## src/rtl/bundle_vec_unpack.sv

```systemverilog
// Reassembles a 126-bit bundle-vector frame from BEAT_W-bit beats and presents it as per-element fields.
// Optional feature macro: UNPACK_PARITY_EN (per-beat even parity on in_data, adds in_par / err_parity).
module bundle_vec_unpack #(
   parameter int BEAT_W = 16
) (
   input  logic              clock,
   input  logic              reset_n,
   input  logic              in_valid,
   output logic              in_ready,
   input  logic [BEAT_W-1:0] in_data,
   input  logic              in_last,
`ifdef UNPACK_PARITY_EN
   input  logic              in_par,
   output logic              err_parity,
`endif
   output logic              out_valid,
   input  logic              out_ready,
   output logic [9:0]        out_a_0,
   output logic [9:0]        out_a_1,
   output logic              out_bar_c_0_0,
   output logic              out_bar_c_0_1,
   output logic              out_bar_c_1_0,
   output logic              out_bar_c_1_1,
   output logic [19:0]       out_bar_d_0_0,
   output logic [19:0]       out_bar_d_0_1,
   output logic [19:0]       out_bar_d_1_0,
   output logic [19:0]       out_bar_d_1_1,
   output logic [10:0]       out_b_0,
   output logic [10:0]       out_b_1,
   output logic              err_frame
);
   localparam int FRAME_W = 126;
   localparam int ELEM_W  = 63;
   localparam int BEATS   = (FRAME_W + BEAT_W - 1) / BEAT_W;
   localparam int CNT_W   = (BEATS > 1) ? $clog2(BEATS) : 1;
   localparam int LAST_W  = FRAME_W - (BEATS - 1) * BEAT_W;

   typedef enum logic {FILL, HOLD} state_t;

   state_t               state_reg;
   logic [CNT_W-1:0]     count_reg;
   logic [FRAME_W-1:0]   frame_reg;
   logic [FRAME_W-1:0]   frame_next;
   logic                 out_valid_reg;
   logic                 err_frame_reg;
   logic                 beat_accept;
   logic                 at_last;
   logic                 frame_end;
   logic                 frame_ok;
   logic                 frame_par_bad;

   assign in_ready    = (state_reg == FILL);
   assign beat_accept = in_valid & in_ready;
   assign at_last     = (count_reg == CNT_W'(BEATS - 1));
   assign frame_end   = in_last | at_last;
   assign frame_ok    = in_last & at_last;

`ifdef UNPACK_PARITY_EN
   logic par_bad_reg;
   logic err_parity_reg;
   // A beat is bad when in_par does not make the total ones-count even.
   assign frame_par_bad = par_bad_reg | (in_par ^ (^in_data));
   assign err_parity    = err_parity_reg;
`else
   assign frame_par_bad = 1'b0;
`endif

   // Each beat owns a fixed slice; the final beat keeps only the bits that fit in 126.
   generate
      for (genvar gi = 0; gi < BEATS; gi++) begin : g_slice
         localparam int LO = gi * BEAT_W;
         localparam int W  = (gi == BEATS - 1) ? LAST_W : BEAT_W;
         assign frame_next[LO +: W] = (beat_accept && (count_reg == CNT_W'(gi)))
                                      ? in_data[W-1:0] : frame_reg[LO +: W];
      end
   endgenerate

   always_ff @(posedge clock or negedge reset_n) begin
      if (!reset_n) begin
         state_reg      <= FILL;
         count_reg      <= '0;
         frame_reg      <= '0;
         out_valid_reg  <= 1'b0;
         err_frame_reg  <= 1'b0;
`ifdef UNPACK_PARITY_EN
         par_bad_reg    <= 1'b0;
         err_parity_reg <= 1'b0;
`endif
      end else begin
         frame_reg     <= frame_next;
         err_frame_reg <= 1'b0;
`ifdef UNPACK_PARITY_EN
         err_parity_reg <= 1'b0;
`endif
         case (state_reg)
            FILL: begin
               if (beat_accept) begin
                  if (frame_end) begin
                     count_reg     <= '0;
                     err_frame_reg <= ~frame_ok;
`ifdef UNPACK_PARITY_EN
                     par_bad_reg    <= 1'b0;
                     err_parity_reg <= frame_par_bad;
`endif
                     if (frame_ok && !frame_par_bad) begin
                        state_reg     <= HOLD;
                        out_valid_reg <= 1'b1;
                     end
                  end else begin
                     count_reg <= count_reg + 1'b1;
`ifdef UNPACK_PARITY_EN
                     par_bad_reg <= frame_par_bad;
`endif
                  end
               end
            end
            HOLD: begin
               if (out_ready) begin
                  state_reg     <= FILL;
                  out_valid_reg <= 1'b0;
               end
            end
            default: state_reg <= FILL;
         endcase
      end
   end

   assign out_valid = out_valid_reg;
   assign err_frame = err_frame_reg;

   // Element layout (LSB up): b[10:0], bar0.d[30:11], bar0.c[31], bar1.d[51:32], bar1.c[52], a[62:53].
   logic [9:0]  elem_a [2];
   logic [10:0] elem_b [2];
   logic [19:0] elem_d [2][2];
   logic        elem_c [2][2];

   generate
      for (genvar gi = 0; gi < 2; gi++) begin : g_elem
         localparam int BASE = gi * ELEM_W;
         assign elem_b[gi]    = frame_reg[BASE      +: 11];
         assign elem_d[gi][0] = frame_reg[BASE + 11 +: 20];
         assign elem_c[gi][0] = frame_reg[BASE + 31];
         assign elem_d[gi][1] = frame_reg[BASE + 32 +: 20];
         assign elem_c[gi][1] = frame_reg[BASE + 52];
         assign elem_a[gi]    = frame_reg[BASE + 53 +: 10];
      end
   endgenerate

   assign out_a_0       = elem_a[0];
   assign out_a_1       = elem_a[1];
   assign out_b_0       = elem_b[0];
   assign out_b_1       = elem_b[1];
   assign out_bar_c_0_0 = elem_c[0][0];
   assign out_bar_c_0_1 = elem_c[0][1];
   assign out_bar_c_1_0 = elem_c[1][0];
   assign out_bar_c_1_1 = elem_c[1][1];
   assign out_bar_d_0_0 = elem_d[0][0];
   assign out_bar_d_0_1 = elem_d[0][1];
   assign out_bar_d_1_0 = elem_d[1][0];
   assign out_bar_d_1_1 = elem_d[1][1];
endmodule

```

## config.mk

```make
export PLATFORM = sky130hd
export DESIGN_NAME = bundle_vec_unpack
export DESIGN_NICKNAME = d
export VERILOG_FILES = /design/src/rtl/bundle_vec_unpack.sv
export SDC_FILE = /design/constraint.sdc
export NUM_CORES = 1
export LEC_CHECK = 0
export CAP_MARGIN = 40
export CORE_MARGIN = 2
export CORE_UTILIZATION = 50
export CTS_BUF_LIST = sky130_fd_sc_hd__clkbuf_2
export DETAILED_ROUTE_END_ITERATION = 7
export PLACE_DENSITY = 0.83
export SLEW_MARGIN = 5
export SYNTH_ARGS = -nofsm -noshare
export SYNTH_HDL_FRONTEND = slang
export SYNTH_SLANG_ARGS = --single-unit
```

## constraint.sdc

```tcl
create_clock -name clock -period 2.3 [get_ports clock]
set_input_delay 0.23 -clock clock [delete_from_list [all_inputs] [get_ports clock]]
set_output_delay 0.23 -clock clock [all_outputs]
set_load 0.005 [all_outputs]
```

After elaboration in Yosys (flattened, before gate mapping)
Cells that the tools add are included.
{"block": "totals", "register_bits": 132, "inputBits": 21, "output_inout_bits": 129, "wordCells": 54}
{"block": "op_classes", "add_sub_neg": 1, "n_eq_ne": 11, "muxes": 14, "bitwise_logic": 5, "n_reduce_logical": 11}
{"op": "3-bit == test, second input constant", "count": 4}
{"op": "1-bit two-way mux", "count": 11}
{"op": "1-bit logical AND", "count": 8}
{"op": "3-bit by 2-bit == test with 1-bit output, second input constant", "count": 2}
{"op": "2-bit by 1-bit != test with 1-bit output, second input constant", "count": 3}
{"op": "1-bit one-hot mux with 2 select lines", "count": 2}
{"op": "4-bit AND reduction", "count": 1}
{"op": "3-bit by 1-bit adder with 3-bit output, second input constant", "count": 1}
{"op": "3-bit by 1-bit == test with 1-bit output, second input constant", "count": 1}
{"op": "3-bit zero test", "count": 1}
{"op": "3-bit two-way mux", "count": 1}
{"op": "1-bit AND", "count": 2}
{"op": "2-bit != test, second input constant", "count": 1}
{"op": "1-bit NOT", "count": 2}
{"op": "2-bit AND reduction", "count": 1}
{"op": "1-bit bitwise OR", "count": 1}

Logic depth before layout (Yosys ltp)
{"block": "depth", "ltp_word": 6, "mapped_depth": 6, "depth_no_buf": 6}

Least setup slack after synthesis
OpenSTA, ideal clock, no wires.
{"block": "synth_timing", "path_type": "register -> register", "start": "register count_reg[0]", "end": "register frame_reg[38]", "setup_time_ps": 125, "arrival_ps": 1501, "t_required_ps": 2175, "setup_slack_ps": 674, "stages_incl_launch_ff": 7, "n_path_buf": 2, "period_less_slack_ps": 1626, "cell_sequence": "dfrtp_1 > inv_1 > ha_1 > nor4bb_1 > buf_4 > buf_12 > mux2_4"}
{"block": "synth_via", "elab_chain_len": 2}
{"element": "from (decl)", "line_no": "41", "source": "logic [CNT_W-1:0] count_reg;"}
{"element": "from (signal assigned)", "line_no": "110", "source": "count_reg <= count_reg + 1'b1;"}
{"element": "3-bit by 2-bit == test with 1-bit output", "line_no": "73", "source": "assign frame_next[LO +: W] = (beat_accept && (count_reg == CNT_W'(gi)))"}
{"element": "1-bit logical AND", "line_no": "73"}
{"element": "to (signal assigned)", "line_no": "90", "source": "frame_reg <= frame_next;"}
{"element": "to (decl)", "line_no": "42", "source": "logic [FRAME_W-1:0] frame_reg;"}
Every way passes these cells.
A chain may end at the register's enable or synchronous reset.

Worst setup path after layout
{"block": "layout_timing", "start": "register state_reg", "end": "output in_ready"}
{"block": "layout_via", "elab_chain_len": 1}
{"element": "from (decl)", "line_no": "40", "source": "state_t state_reg;"}
{"element": "from (signal assigned)", "line_no": "80", "source": "state_reg <= FILL;"}
{"element": "from (signal assigned)", "line_no": "106", "source": "state_reg <= HOLD;"}
{"element": "from (signal assigned)", "line_no": "119", "source": "state_reg <= FILL;"}
{"element": "1-bit NOT (no source line)"}
{"element": "to (decl)", "line_no": "9", "source": "output logic in_ready,"}
Every way passes these cells.

==> results.json <==
{
  "synth-warning-count": 0,
  "timing.slew.headroom": 0.584,
  "routed_via_density": 5.10,
  "detailedRoute.firstIterationViolations": 118,
  "finalWeightedCongestion": 0.773,
  "timing.setup.critical_path_class": "register to output pin",
  "finish.utilization": 0.678,
  "tritoncts_num_sinks": 132,
  "cp-end-kind": "output pin",
  "irDropWorstVdd_mv": 0.603,
  "io_buffer_count": 149,
  "rows": 38,
  "holdCritPathClass": "input pin to async pin",
  "rr_worst_depth": 3,
  "number_of_flops_mapped_to_enable_cells_by_yosys": 0,
  "antenna_found_initial": 1,
  "drtAntennaViolNets": 0,
  "pwr_per_cell_area_nw_per_um2": 1210,
  "timing.fmax_mhz": 476,
  "die-area_um2": 11700,
  "net_count_of_the_mapped_netlist": 340,
  "post-dp-hpwl_mm": 8.88,
  "share_of_final_layout_standard_cells_stronger_than_drive_strength_1": 0.324,
  "yosysSeqAreaShare": 0.607,
  "async_flop_share": 1.00,
  "grt_pass1_vias": 3433,
  "core_region_area_um2": 10700,
  "power.total_mw": 8.78,
  "slew_viol_final": 0,
  "die_h_um": 108,
  "grt_first_pass_wirelength_mm": 19.6,
  "pin_count": 150,
  "synthDominantCellAreaShare": 0.607,
  "final.period_utilization": 0.913,
  "synth_common_cells": "sky130_fd_sc_hd__dfrtp_1, sky130_fd_sc_hd__mux2_2, sky130_fd_sc_hd__mux2_4, sky130_fd_sc_hd__mux2_1, sky130_fd_sc_hd__ha_1",
  "synthesis.area_um2": 5440,
  "cts_tree": "built",
  "cp_max_fo": 14,
  "final.setup_skew_ns": 0.0203,
  "final_net_count": 506,
  "die_width_um": 108,
  "rsz0062_at_grt": "false",
  "synth-seq-cells": 132,
  "synth.area.top_cells": "sky130_fd_sc_hd__dfrtp_1, sky130_fd_sc_hd__mux2_4, sky130_fd_sc_hd__mux2_2",
  "drt-wirelength-per-cell_um": 19.7,
  "r2r_startpoint": "count_reg[2]",
  "report.final.setup_viol": 0,
  "tightestPinTransition_ns": 0.624,
  "largest_reg_flops": 126,
  "required_worst_endpoint_ns": 2.07,
  "number_of_detailed_route_iterations_in_the_first_pass": 4,
  "ctsLongestPathBuffers": 2,
  "via_total_after_detailed_routing": 3207,
  "post_dp_cell_area_um2": 7080,
  "postLayoutCellArea_um2": 7280,
  "cellLeakagePower_nw": 3.46,
  "wl_mm": 12.4,
  "grt_overflow_total": 0,
  "hold_violations": 0,
  "total_global_route_track_usage": 0.228,
  "layout.filler_cells": 776,
  "synth.lib_cells_used.distinct": 24,
  "clk_root_buffer_cell": "sky130_fd_sc_hd__clkbuf_2",
  "synthFlopType": "sky130_fd_sc_hd__dfrtp_1",
  "route.detailed.drc": 0,
  "kind_of_start_point_of_the_critical_path": "register",
  "netlist.top_cell.by_area": "sky130_fd_sc_hd__dfrtp_1",
  "outcome": "completed",
  "cts.htree.levels": 4,
  "finalSetupTns_ns": 0,
  "postSynthAreaPerCell_um2": 17.6,
  "post-synth-top-count-cell": "sky130_fd_sc_hd__dfrtp_1",
  "floorplan.initialDensity": 0.507,
  "path_clk_slew_ns": 0.17,
  "worst-r2r-setup-slack_ns": 0.44,
  "cts_buffers": 17,
  "r2r-end": "frame_reg[116]",
  "maxCapViolations": 0,
  "grt_max_degree": 47,
  "clock_latency_reported_for_the_late_side_of_the_worst_skew_pair_ns": 0.63,
  "postCtsSetupRepairBufs": 0,
  "final.min_clock_period_ns": 2.10,
  "syn_to_final_growth_pct": 33.8,
  "arrival_ns": 1.87,
  "post_synth_inst_count": 309
}
[final cells by class]
| class | instances | area (µm²) | area share |
|---|---|---|---|
| sequential | 132 | 3300 | 0.453 |
| multi-input combinational | 156 | 1990 | 0.274 |
| timing repair buffer | 161 | 1590 | 0.219 |
| tap | 140 | 175 | 0.0240 |
| clock buffer | 20 | 100 | 0.0137 |
| clock inverter | 12 | 90.1 | 0.0124 |
| inverter | 7 | 26.3 | 0.00361 |
| antenna | 1 | 2.50 | 0.000344 |
[per-stage QoR]
stage,hold slack (ns),setup WS (ns),instances
CTS,0.101,0.126,628
detailed placement,0.295,0.273,595
floorplan,-0.0656,0.674,309
finish,0.128,0.201,629
global route,0.101,0.0220,629
global placement,0.281,0.312,595
[report_power, final]
part,switching [mW],total (mW),internal [mW]
logic,1.03,3.68,2.65
clock network,0.793,1.18,0.382
registers,0.625,3.92,3.30
[routing by layer]
metal / track usage / part of all wire
met1: 0.305 / 0.45
met2: 0.358 / 0.47
met3: 0.0705 / 0.068
met4: 0.0714 / 0.017
met5: 0 / 0
[cells by family after synthesis]
kind of cell | synth area share
DFF | 0.607
muxes | 0.297
buffers and inverters | 0.0326
and+or+nand+nor | 0.0349
adders and majority gates | 0.0230
AOI/OAI and AO/OA | 0.00575
[worst max-delay path, stage by stage, from the launching register on]
cell	delay [ns]
sky130_fd_sc_hd__dfrtp_1	0.68
sky130_fd_sc_hd__inv_1	0.11
sky130_fd_sc_hd__clkdlybuf4s50_1	0.46
[worst max path at each step]
stage                 start  slack, ns            end  cells after the start
2_1_floorplan  count_reg[0]       0.67  frame_reg[38]                      6
5_1_grt           state_reg       0.02       in_ready                      2
3_3_place_gp       in_valid       0.31  frame_reg[39]                      4
6_report          state_reg       0.20       in_ready                      2
4_1_cts           state_reg       0.13       in_ready                      2
3_5_place_dp       in_valid       0.27  frame_reg[43]                      4
[timing repair]
action,in CTS,in global routing
hold buffers,1,0
endpoints found under the setup margin,0,0
gates resized for setup,0,0
hold endpoints to repair,42,0
[layout by cell type, fill, tap and decap left out, types with 2 or more instances in the layout]
| master | Yosys | final |
|---|---|---|
| sky130_fd_sc_hd__mux2_2 | 59 | 59 |
| sky130_fd_sc_hd__o21ai_0 | 3 | 3 |
| sky130_fd_sc_hd__nand4b_4 | 3 | 3 |
| sky130_fd_sc_hd__mux2_4 | 50 | 50 |
| sky130_fd_sc_hd__dfrtp_1 | 132 | 132 |
| sky130_fd_sc_hd__nor4bb_4 | 0 | 2 |
| sky130_fd_sc_hd__mux2_1 | 17 | 17 |
| sky130_fd_sc_hd__clkdlybuf4s50_1 | 0 | 148 |
| sky130_fd_sc_hd__clkinvlp_4 | 0 | 2 |
| sky130_fd_sc_hd__inv_1 | 7 | 7 |
| sky130_fd_sc_hd__ha_1 | 10 | 10 |
| sky130_fd_sc_hd__nand3b_4 | 2 | 2 |
| sky130_fd_sc_hd__clkbuf_2 | 0 | 20 |
| sky130_fd_sc_hd__nand4bb_1 | 2 | 2 |
| sky130_fd_sc_hd__clkinv_1 | 0 | 3 |
| sky130_fd_sc_hd__clkinv_2 | 0 | 5 |
| sky130_fd_sc_hd__buf_4 | 4 | 11 |
Power figures use the tool's default switching activity.
